## config.mk

```make
export PLATFORM = sky130hd
export DESIGN_NAME = uart_msg_tx
export DESIGN_NICKNAME = d
export VERILOG_FILES = /design/src/rtl/uart_pkg.sv /design/src/rtl/uart_tx_byte.sv /design/src/rtl/uart_msg_tx.sv
export SDC_FILE = /design/constraint.sdc
export NUM_CORES = 1
export LEC_CHECK = 0
export ABC_AREA = 0
export CAP_MARGIN = 40
export CORE_ASPECT_RATIO = 0.6
export CORE_MARGIN = 2
export CORE_UTILIZATION = 40
export CTS_CLUSTER_SIZE = 8
export DETAILED_ROUTE_END_ITERATION = 10
export HOLD_SLACK_MARGIN = 0.15
export SYNTH_ARGS = -nofsm -noshare
export SYNTH_HDL_FRONTEND = slang
export SYNTH_SLANG_ARGS = --single-unit
```

## constraint.sdc

```tcl
create_clock -name CLK -period 2.9 [get_ports CLK]
set_input_delay 0.29 -clock CLK [delete_from_list [all_inputs] [get_ports CLK]]
set_output_delay 0.29 -clock CLK [all_outputs]
set_load 0.005 [all_outputs]
```

## src/rtl/uart_pkg.sv

```systemverilog
// Shared UART definitions: default character geometry, line levels for the
// frame delimiters, and the transmit state encoding.
package uart_pkg;

    localparam int DEF_BYTE_SIZE = 8;
    localparam int DEF_FREQ_COEF = 16;

    localparam logic START_BIT = 1'b0;
    localparam logic STOP_BIT  = 1'b1;

    typedef enum logic [2:0] {
        IDLE,
        START,
        DATA,
        STOP,
        DONE
    } tx_state_t;

endpackage

```

## src/rtl/uart_tx_byte.sv

```systemverilog
// Serializes one UART character (start, LSB-first data, stop) with its own
// bit-period counter; chains characters with no idle gap when fed on time.
module uart_tx_byte
    import uart_pkg::*;
#(
    parameter int BYTE_SIZE = DEF_BYTE_SIZE,
    parameter int FREQ_COEF = DEF_FREQ_COEF
) (
    input  logic                 CLK,
    input  logic                 RST,
    input  logic                 i_valid,
    input  logic [BYTE_SIZE-1:0] i_byte,
    output logic                 o_ready,
    output logic                 o_tx,
    output logic                 o_done,
    output logic [2:0]           o_state
);

    localparam int BAUD_W = $clog2(FREQ_COEF);
    localparam int BIT_W  = $clog2(BYTE_SIZE + 1);

    tx_state_t            state;
    logic [BAUD_W-1:0]    baud;
    logic [BIT_W-1:0]     bit_idx;
    logic [BYTE_SIZE-1:0] shreg;
    logic                 baud_end;

    // Handshake: a character is taken on any cycle with i_valid && o_ready.
    // o_ready is high when idle and on the last cycle of a stop bit, so a
    // character offered then starts on the very next cycle.
    assign baud_end = (baud == BAUD_W'(FREQ_COEF - 1));
    assign o_done   = (state == STOP) && baud_end;
    assign o_ready  = (state == IDLE) || o_done;
    assign o_state  = state;

    always_ff @(posedge CLK) begin
        if (RST) begin
            state   <= IDLE;
            o_tx    <= STOP_BIT;
            baud    <= '0;
            bit_idx <= '0;
            shreg   <= '0;
        end else begin
            case (state)
                IDLE: begin
                    if (i_valid) begin
                        shreg <= i_byte;
                        o_tx  <= START_BIT;
                        baud  <= '0;
                        state <= START;
                    end
                end
                START: begin
                    if (baud_end) begin
                        baud    <= '0;
                        o_tx    <= shreg[0];
                        shreg   <= shreg >> 1;
                        bit_idx <= '0;
                        state   <= DATA;
                    end else begin
                        baud <= baud + 1'b1;
                    end
                end
                DATA: begin
                    if (baud_end) begin
                        baud <= '0;
                        if (bit_idx == BIT_W'(BYTE_SIZE - 1)) begin
                            o_tx  <= STOP_BIT;
                            state <= STOP;
                        end else begin
                            o_tx    <= shreg[0];
                            shreg   <= shreg >> 1;
                            bit_idx <= bit_idx + 1'b1;
                        end
                    end else begin
                        baud <= baud + 1'b1;
                    end
                end
                STOP: begin
                    if (baud_end) begin
                        baud <= '0;
                        if (i_valid) begin
                            shreg <= i_byte;
                            o_tx  <= START_BIT;
                            state <= START;
                        end else begin
                            state <= IDLE;
                        end
                    end else begin
                        baud <= baud + 1'b1;
                    end
                end
                default: begin
                    o_tx  <= STOP_BIT;
                    state <= IDLE;
                end
            endcase
        end
    end

endmodule

```

## src/rtl/uart_msg_tx.sv

```systemverilog
// Message transmitter: sends opt, clamped len, then len payload bytes as
// back-to-back UART characters, followed by a one-cycle DONE.
module uart_msg_tx
    import uart_pkg::*;
#(
    parameter int BYTE_SIZE    = DEF_BYTE_SIZE,
    parameter int FREQ_COEF    = DEF_FREQ_COEF,
    parameter int DATA_BYTES   = 8,
    parameter int IN_DATA_SIZE = DATA_BYTES * BYTE_SIZE
) (
    input  logic                    CLK,
    input  logic                    RST,
    input  logic                    i_valid,
    input  logic [BYTE_SIZE-1:0]    i_opt,
    input  logic [BYTE_SIZE-1:0]    i_len,
    input  logic [IN_DATA_SIZE-1:0] i_data,
    output logic                    o_ready,
    output logic                    o_tx,
    output logic                    o_busy,
    output logic                    o_done
);

    localparam int IDX_W = $clog2(DATA_BYTES + 3);
    localparam logic [BYTE_SIZE-1:0] MAX_LEN = BYTE_SIZE'(DATA_BYTES);

    tx_state_t             msg_st;
    tx_state_t             state;
    logic [IDX_W-1:0]      byte_idx;
    logic [IDX_W-1:0]      total;
    logic [BYTE_SIZE-1:0]  len_q;
    logic [BYTE_SIZE-1:0]  len_c;
    logic [IN_DATA_SIZE-1:0] data_q;
    logic [BYTE_SIZE-1:0]  byte_sel;
    logic [BYTE_SIZE-1:0]  byte_data;
    logic                  accept;
    logic                  byte_valid;
    logic                  byte_ready;
    logic                  byte_done;
    logic [2:0]            byte_state;

    assign o_ready = (msg_st == IDLE) && !RST;
    assign accept  = i_valid && o_ready;
    assign len_c   = (i_len > MAX_LEN) ? MAX_LEN : i_len;
    assign total   = IDX_W'(len_q) + IDX_W'(2);

    // The opt byte goes straight to the serializer in the accept cycle so its
    // start bit lands on the next cycle; later bytes come from the latches.
    always_comb begin
        byte_sel = len_q;
        for (int k = 0; k < DATA_BYTES; k++) begin
            if (byte_idx == IDX_W'(k + 2)) byte_sel = data_q[k*BYTE_SIZE +: BYTE_SIZE];
        end
    end

    assign byte_data  = accept ? i_opt : byte_sel;
    assign byte_valid = accept || ((msg_st == START) && (byte_idx < total));

    // Full message-level state: the serializer's phase while sending.
    always_comb begin
        state = (msg_st == START) ? tx_state_t'(byte_state) : msg_st;
    end

    assign o_busy = (state != IDLE);
    assign o_done = (state == DONE);

    always_ff @(posedge CLK) begin
        if (RST) begin
            msg_st   <= IDLE;
            byte_idx <= '0;
            len_q    <= '0;
            data_q   <= '0;
        end else begin
            case (msg_st)
                IDLE: begin
                    if (accept) begin
                        len_q    <= len_c;
                        data_q   <= i_data;
                        byte_idx <= IDX_W'(1);
                        msg_st   <= START;
                    end
                end
                START: begin
                    if (byte_valid && byte_ready) byte_idx <= byte_idx + 1'b1;
                    if (byte_done && !byte_valid) msg_st <= DONE;
                end
                DONE: begin
                    byte_idx <= '0;
                    msg_st   <= IDLE;
                end
                default: msg_st <= IDLE;
            endcase
        end
    end

    uart_tx_byte #(
        .BYTE_SIZE (BYTE_SIZE),
        .FREQ_COEF (FREQ_COEF)
    ) u_tx_byte (
        .CLK     (CLK),
        .RST     (RST),
        .i_valid (byte_valid),
        .i_byte  (byte_data),
        .o_ready (byte_ready),
        .o_tx    (o_tx),
        .o_done  (byte_done),
        .o_state (byte_state)
    );

endmodule

```

Word level (Yosys, flattened, before mapping)
Index checks and enable logic that the tools add are counted.
- register bits after elaboration: 99
- bits in latches: 0
- memory bits (writable): 0
- bits in read-only memories: 0
- input bits: 83
- output and inout bits: 4
- logic and storage cells: 109
- memories kept: 0
- add/sub/neg operators: 4
- multipliers: 0
- divide/modulo/power cells: 0
- magnitude comparators: 2
- eq/ne operators: 25
- shift operators: 0
- mux-type cells: 43
- bitwise operators: 0
- reductions and logical operators: 26
- operators with widths (operator ; count):
    two-way mux 8 bit ; 15
    case mux 8 bit (4 select lines) ; 1
    two-way mux 4 bit ; 7
    two-way mux 3 bit ; 8
    == test 4 x 3 -> 1 bit, second input constant ; 5
    case mux 4 bit (2 select lines) ; 2
    adder 4 x 1 -> 4 bit, second input constant ; 3
    == test 4 bit, second input constant ; 3
    != test 2 x 1 -> 1 bit, second input constant ; 6
    case mux 3 bit (4 select lines) ; 1
    case mux 4 bit (3 select lines) ; 1
    AND reduction 5 bit ; 2
    == test 4 x 2 -> 1 bit, second input constant ; 2
    greater-than comparator 8 x 4 -> 1 bit, second input constant ; 1
    == test 3 x 1 -> 1 bit, second input constant ; 2
    == test 3 x 2 -> 1 bit, second input constant ; 2
    == test 3 bit, second input constant ; 2
    logical AND 1 bit ; 6
    zero test 3 bit ; 2
    two-way mux 1 bit ; 6
    != test 2 bit, second input constant ; 3
    case mux 3 bit (2 select lines) ; 1
    AND reduction 2 bit ; 3
    AND reduction 3 bit ; 2
    10 further kinds ; 14

Longest topological paths before layout
- depth in word-level cells: 13
- depth in mapped cells: 10
- mapped depth without buffers: 8

Modules after synthesis
From an unflattened synthesis, not the netlist that was laid out.
- cell total of the unflattened synthesis: 646
- area, all modules: 4992.3 um^2
- by module, submodules not included (module ; instances ; cells an instance ; area each (um^2) ; seq. area each (um^2)):
    uart_msg_tx ; 1 ; 525 ; 3906.2 ; 1561.5
    uart_tx_byte ; 1 ; 121 ; 1086.0 ; 380.4

Worst setup path before layout
OpenSTA, ideal clock, no wires.
- kind: register to register
- start: register len_q[1]
- end: register u_tx_byte.state[1] (netlist: u_tx_byte.o_state[1])
- library setup time: 128 ps
- arrival time: 1855 ps
- required time: 2772 ps
- slack: 918 ps
- cell stages (with the launch flop): 9
- path buffers: 0
- clock period less this slack: 1982 ps
- cell sequence: dfxtp_1 > ha_1 > inv_1 > ha_1 > o21ai_0 > o21ai_2 > a311oi_2 > mux2i_1 > nor2_1
- cells in the longest elaborated chain, start to end: 6
- RTL lines (item ; RTL line ; source):
    start, declared ; uart_msg_tx.sv:30 ; logic [BYTE_SIZE-1:0] len_q;
    start signal, assigned ; uart_msg_tx.sv:76 ; len_q <= len_c;
    adder 4 x 2 -> 4 bit ; uart_msg_tx.sv:44 ; assign total = IDX_W'(len_q) + IDX_W'(2);
    < comparator 4 bit ; uart_msg_tx.sv:56 ; assign byte_valid = accept || ((msg_st == START) && (byte_idx < total));
    logical AND 1 bit ; uart_msg_tx.sv:56 ;
    logical OR 1 bit ; uart_msg_tx.sv:56 ;
    != test 2 bit (no source line) ; n/a ;
    AND reduction 5 bit (no source line) ; n/a ;
    end signal, assigned ; uart_tx_byte.sv:85 ; state <= START;
    end signal, assigned ; uart_tx_byte.sv:87 ; state <= IDLE;
    end signal, assigned ; uart_tx_byte.sv:95 ; state <= IDLE;
    end, declared ; uart_tx_byte.sv:22 ; tx_state_t state;
No other way between the ends.
A chain may end at the register's enable or synchronous reset.

Worst setup path in the final report
- start: register byte_idx[0]
- end: register u_tx_byte.shreg[3]
- cells in the longest elaborated chain, start to end: 13
- elaborated cells between the ends (all ways): 23
- classes of those cells: 1 x order compare; 8 x eq/ne; 12 x mux; 2 x reduce/logical
- RTL lines (item ; RTL line ; source):
    start, declared ; uart_msg_tx.sv:28 ; logic [IDX_W-1:0] byte_idx;
    start signal, assigned ; uart_msg_tx.sv:83 ; if (byte_valid && byte_ready) byte_idx <= byte_idx + 1'b1;
    == test 4 x 2 -> 1 bit ; uart_msg_tx.sv:51 ; if (byte_idx == IDX_W'(k + 2)) byte_sel = data_q[k*BYTE_SIZE +: BYTE_SIZE];
    two-way mux 8 bit (8 in series) ; uart_msg_tx.sv:51 ;
    two-way mux 8 bit ; uart_msg_tx.sv:55 ; assign byte_data = accept ? i_opt : byte_sel;
    two-way mux 8 bit (*) ; uart_tx_byte.sv:46, uart_tx_byte.sv:82 ;
    two-way mux 8 bit ; uart_tx_byte.sv:80 ; if (baud_end) begin
    case mux 8 bit (4 select lines) (*) ; uart_tx_byte.sv:44 ; case (state)
    end signal, assigned ; uart_tx_byte.sv:47 ; shreg <= i_byte;
    end signal, assigned ; uart_tx_byte.sv:57 ; shreg <= shreg >> 1;
    end signal, assigned ; uart_tx_byte.sv:83 ; shreg <= i_byte;
    end, declared ; uart_tx_byte.sv:25 ; logic [BYTE_SIZE-1:0] shreg;
Every way passes the cells marked *; elsewhere a longest branch is shown, timed or not. The select of a mux whose other input is x is not followed.

==> impl_metrics.csv <==
group,metric,value,unit
clock_tree,cts_made_buffers,9,
floorplan,die_w,147,µm
power,internal-power,0.00279,W
clock_tree,cts_root_buf,"clkbuf_16",
floorplan,row_count,31,
layout,postLayoutCellArea,6190,µm²
sta,slew_headroom,55.8,%
power,comb_power_share,30.3,%
layout,final_cell_mix,"nand2_1 (132), dfxtp_1 (97), clkdlybuf4s50_1 (86)",
status,status,"completed",
sta,worst_slew_pin_slew,0.659,ns
grt,use_met3,5.63,%
grt,grt_max_degree,62,
power,swShare,34.4,%
place,dp_hpwl,10300,µm
sta,holdWs,0.456,ns
grt,grt_pass1_vias,4626,
sta,slew_viol_final,0,
route,avgViaCountPerCell,5.43,
grt,antenna_found_initial,0,
logic_synthesis,ys.flop_type,"dfxtp_1",
floorplan,start_util,40.9,%
setup_path,crit_path_max_fanout,17,
grt,grt_use_total,21.9,%
clock_tree,clk_pin_slew,0.07,ns
hold_path,hp-class,"flop to flop",
grt,grt.busiest_layer,"met1",
logic_synthesis,ys_warn_count,0,
power,p_leak,2.51,nW
clock_tree,hold_buffers,0,
place,gp_congestion,0.836,
logic_synthesis,yosys.area.top_type_share,39.3,%
setup_path,cpMaxStageDelayCell,"dfxtp_1",
grt,met1_usage,33.3,%
route,initialDrtViolationCount,376,
logic_synthesis,syn_nets,738,
clock_tree,cts_resized,0,
sta,finClkSkew,0.00533,ns
place,port_buffers,86,
sta,fmaxAchievable,403,MHz
sta,setup_viol,0,
setup_path,cp.required,3.13,ns
setup_path,critPathMaxStageDelay,0.44,ns
power,pwr-share-seq,40.5,%
logic_synthesis,syn_area,4940,µm²
setup_path,end_kind,"flop",
clock_tree,cts.sinks,97,
clock_tree,insertion_delay,0.35,ns
setup_path,worstPathCellList,"inv_1 > ha_1 > or2_2 > and2_1 > o22ai_1 > o32ai_1 > a211oi_1 > nor3_1",
clock_tree,cts_tree,"built",
power,power_density,686,nW/µm²
layout,diodes,0,
logic_synthesis,ys_seq_area_share,39.3,%
logic_synthesis,synth_edf_count,0,
logic_synthesis,netlist_top_cells_area,"dfxtp_1 (39%), nand2_1 (10%), nand3_1 (5.8%), ha_1 (4.8%), a21oi_1 (4.3%)",
floorplan,ios,87,
route,wl,14200,µm
floorplan,die_area,13300,µm²
setup_path,cp.arrival,2.71,ns
sta,final.min_clock_period,2.48,ns
flow_run,max_cap_violations,0,
route,dr.pass1.iters,5,
logic_synthesis,synthDistinctLibCells,67,
clock_tree,clockBufferDepth,2,
route,drc_errors,0,
grt,grt_pass1_wl,23400,µm
floorplan,die_h,90.1,µm
layout,final_common_cell,"nand2_1",
power,p_switching,0.00146,W
place,placed_cell_area,5890,µm²
floorplan,coreArea,12100,µm²
logic_synthesis,syn_area_per_cell,7.76,µm²
power,ir_worst_vdd,0.369,mV
layout,drive_gt1_share,6.67,%
route,wl_per_cell,16.3,µm
sta,post-route-period-util,85.5,%
layout,nets,802,
setup_path,critical_path_class,"flop to flop",
grt,grt_overflow,0,
sta,hold_viol,0,
route,ant_nets,0,
logic_synthesis,ys_ff_latch,97,
logic_synthesis,async_flop_share,0,%
clock_tree,htree_num_levels,3,
grt,met2_usage,31.0,%
layout,synthToLayoutAreaGrowth,25.4,%
sta,fin_tns_setup,0,ns
setup_path,reg2reg_slack,0.42,ns
setup_path,worst_setup_path_start_kind,"flop",
route,route.vias.total,4721,
power,pwr-share-clk,29.3,%
sta,rsz0062_at_grt,"false",
logic_synthesis,netlist_instances,636,
logic_synthesis,synth_area_leader_cell,"dfxtp_1",
clock_tree,postCtsSetupRepairBufs,0,
[power groups by stage]
stage	Combinational [W]	Clock [W]	Sequential (W)
global route	0.00143	0.00131	0.00174
finish	0.00129	0.00124	0.00172
CTS	0.00128	0.00125	0.00172
floorplan	0.000899	0	0.00168
detailed placement	0.00127	0	0.00174
global placement	0.00124	0	0.00174
[critical path, delay by kind of cell, from the launching register on]
kind                       cells  cell delay [ns]
adders and majority gates      1             0.41
buffers and inverters          1             0.09
and+or+nand+nor                3             0.70
DFF                            1             0.44
AOI/OAI and AO/OA              3             0.71
[metal layers]
layer,vias to the layer above,wire length [µm],part of all wire (%)
met3,10,1060,7.5
met5,-,0,0
met4,0,100,0.70
met2,170,5650,40
met1,2200,7390,52
li1,2341,-,-
[per-stage QoR]
stage | std cells | util, % | power, W | setup slack (ns)
floorplan | 636 | - | 0.00258 | 0.918
global placement | 854 | 48.8 | 0.00298 | 0.484
detailed placement | 854 | 48.8 | 0.00302 | 0.442
CTS | 870 | 51.3 | 0.00425 | 0.431
global route | 870 | 51.3 | 0.00448 | 0.196
finish | 870 | 51.3 | 0.00425 | 0.420
[final cells by class]
class	count	area, µm²
inverter	28	105
multi-input combinational	468	2700
sequential	97	1940
clock inverter	5	62.6
tap	165	206
fill	1148	5870
timing repair buffer	96	936
clock buffer	11	243
[cells in the mapped netlist (all sizes together), types with 5 or more instances]
cell type  count
a211oi         9
a21oi         43
a31oi          5
and3           8
buf           21
clkbuf        22
dfxtp         97
ha            19
inv           27
nand2        132
nand2b         7
nand3         57
nand3b        14
nand4          5
nor2          42
nor2b          7
nor3          17
nor3b          5
o21ai         16
o22ai         13
o31ai          8
[cell families (layout without fill, tap and decap cells)]
family	count (synthesis)	in the layout	share of synthesized area (%)
AO/OA/AOI/OAI	135	135	18.9
XOR/XNOR	5	5	0.887
adder cells (fa/ha/maj)	19	19	4.81
buffers and inverters	71	140	6.06
flip-flops	97	97	39.3
multiplexers	4	4	0.811
AND/OR/NAND/NOR	305	305	29.2
[sequential cells by signal, indices dropped and copies added, names as in the netlist, 2 cells and up]
register	flops
u_tx_byte.o_state	2
data_q	64
u_tx_byte.bit_idx	4
u_tx_byte.shreg	8
byte_idx	4
u_tx_byte.baud	4
msg_st	2
len_q	8
[path summary, 6_finish.rpt]
kind | to | startpoint | depth (start not counted)
min | data_q[19]$_SDFFE_PP0P_ | data_q[19]$_SDFFE_PP0P_ | 2
max reg2reg | u_tx_byte.shreg[3]$_SDFFE_PP0P_ | byte_idx[0]$_SDFFE_PP0P_ | 8
max | u_tx_byte.shreg[3]$_SDFFE_PP0P_ | byte_idx[0]$_SDFFE_PP0P_ | 8
min reg2reg | data_q[19]$_SDFFE_PP0P_ | data_q[19]$_SDFFE_PP0P_ | 2
(Power assumes the default switching activity.)
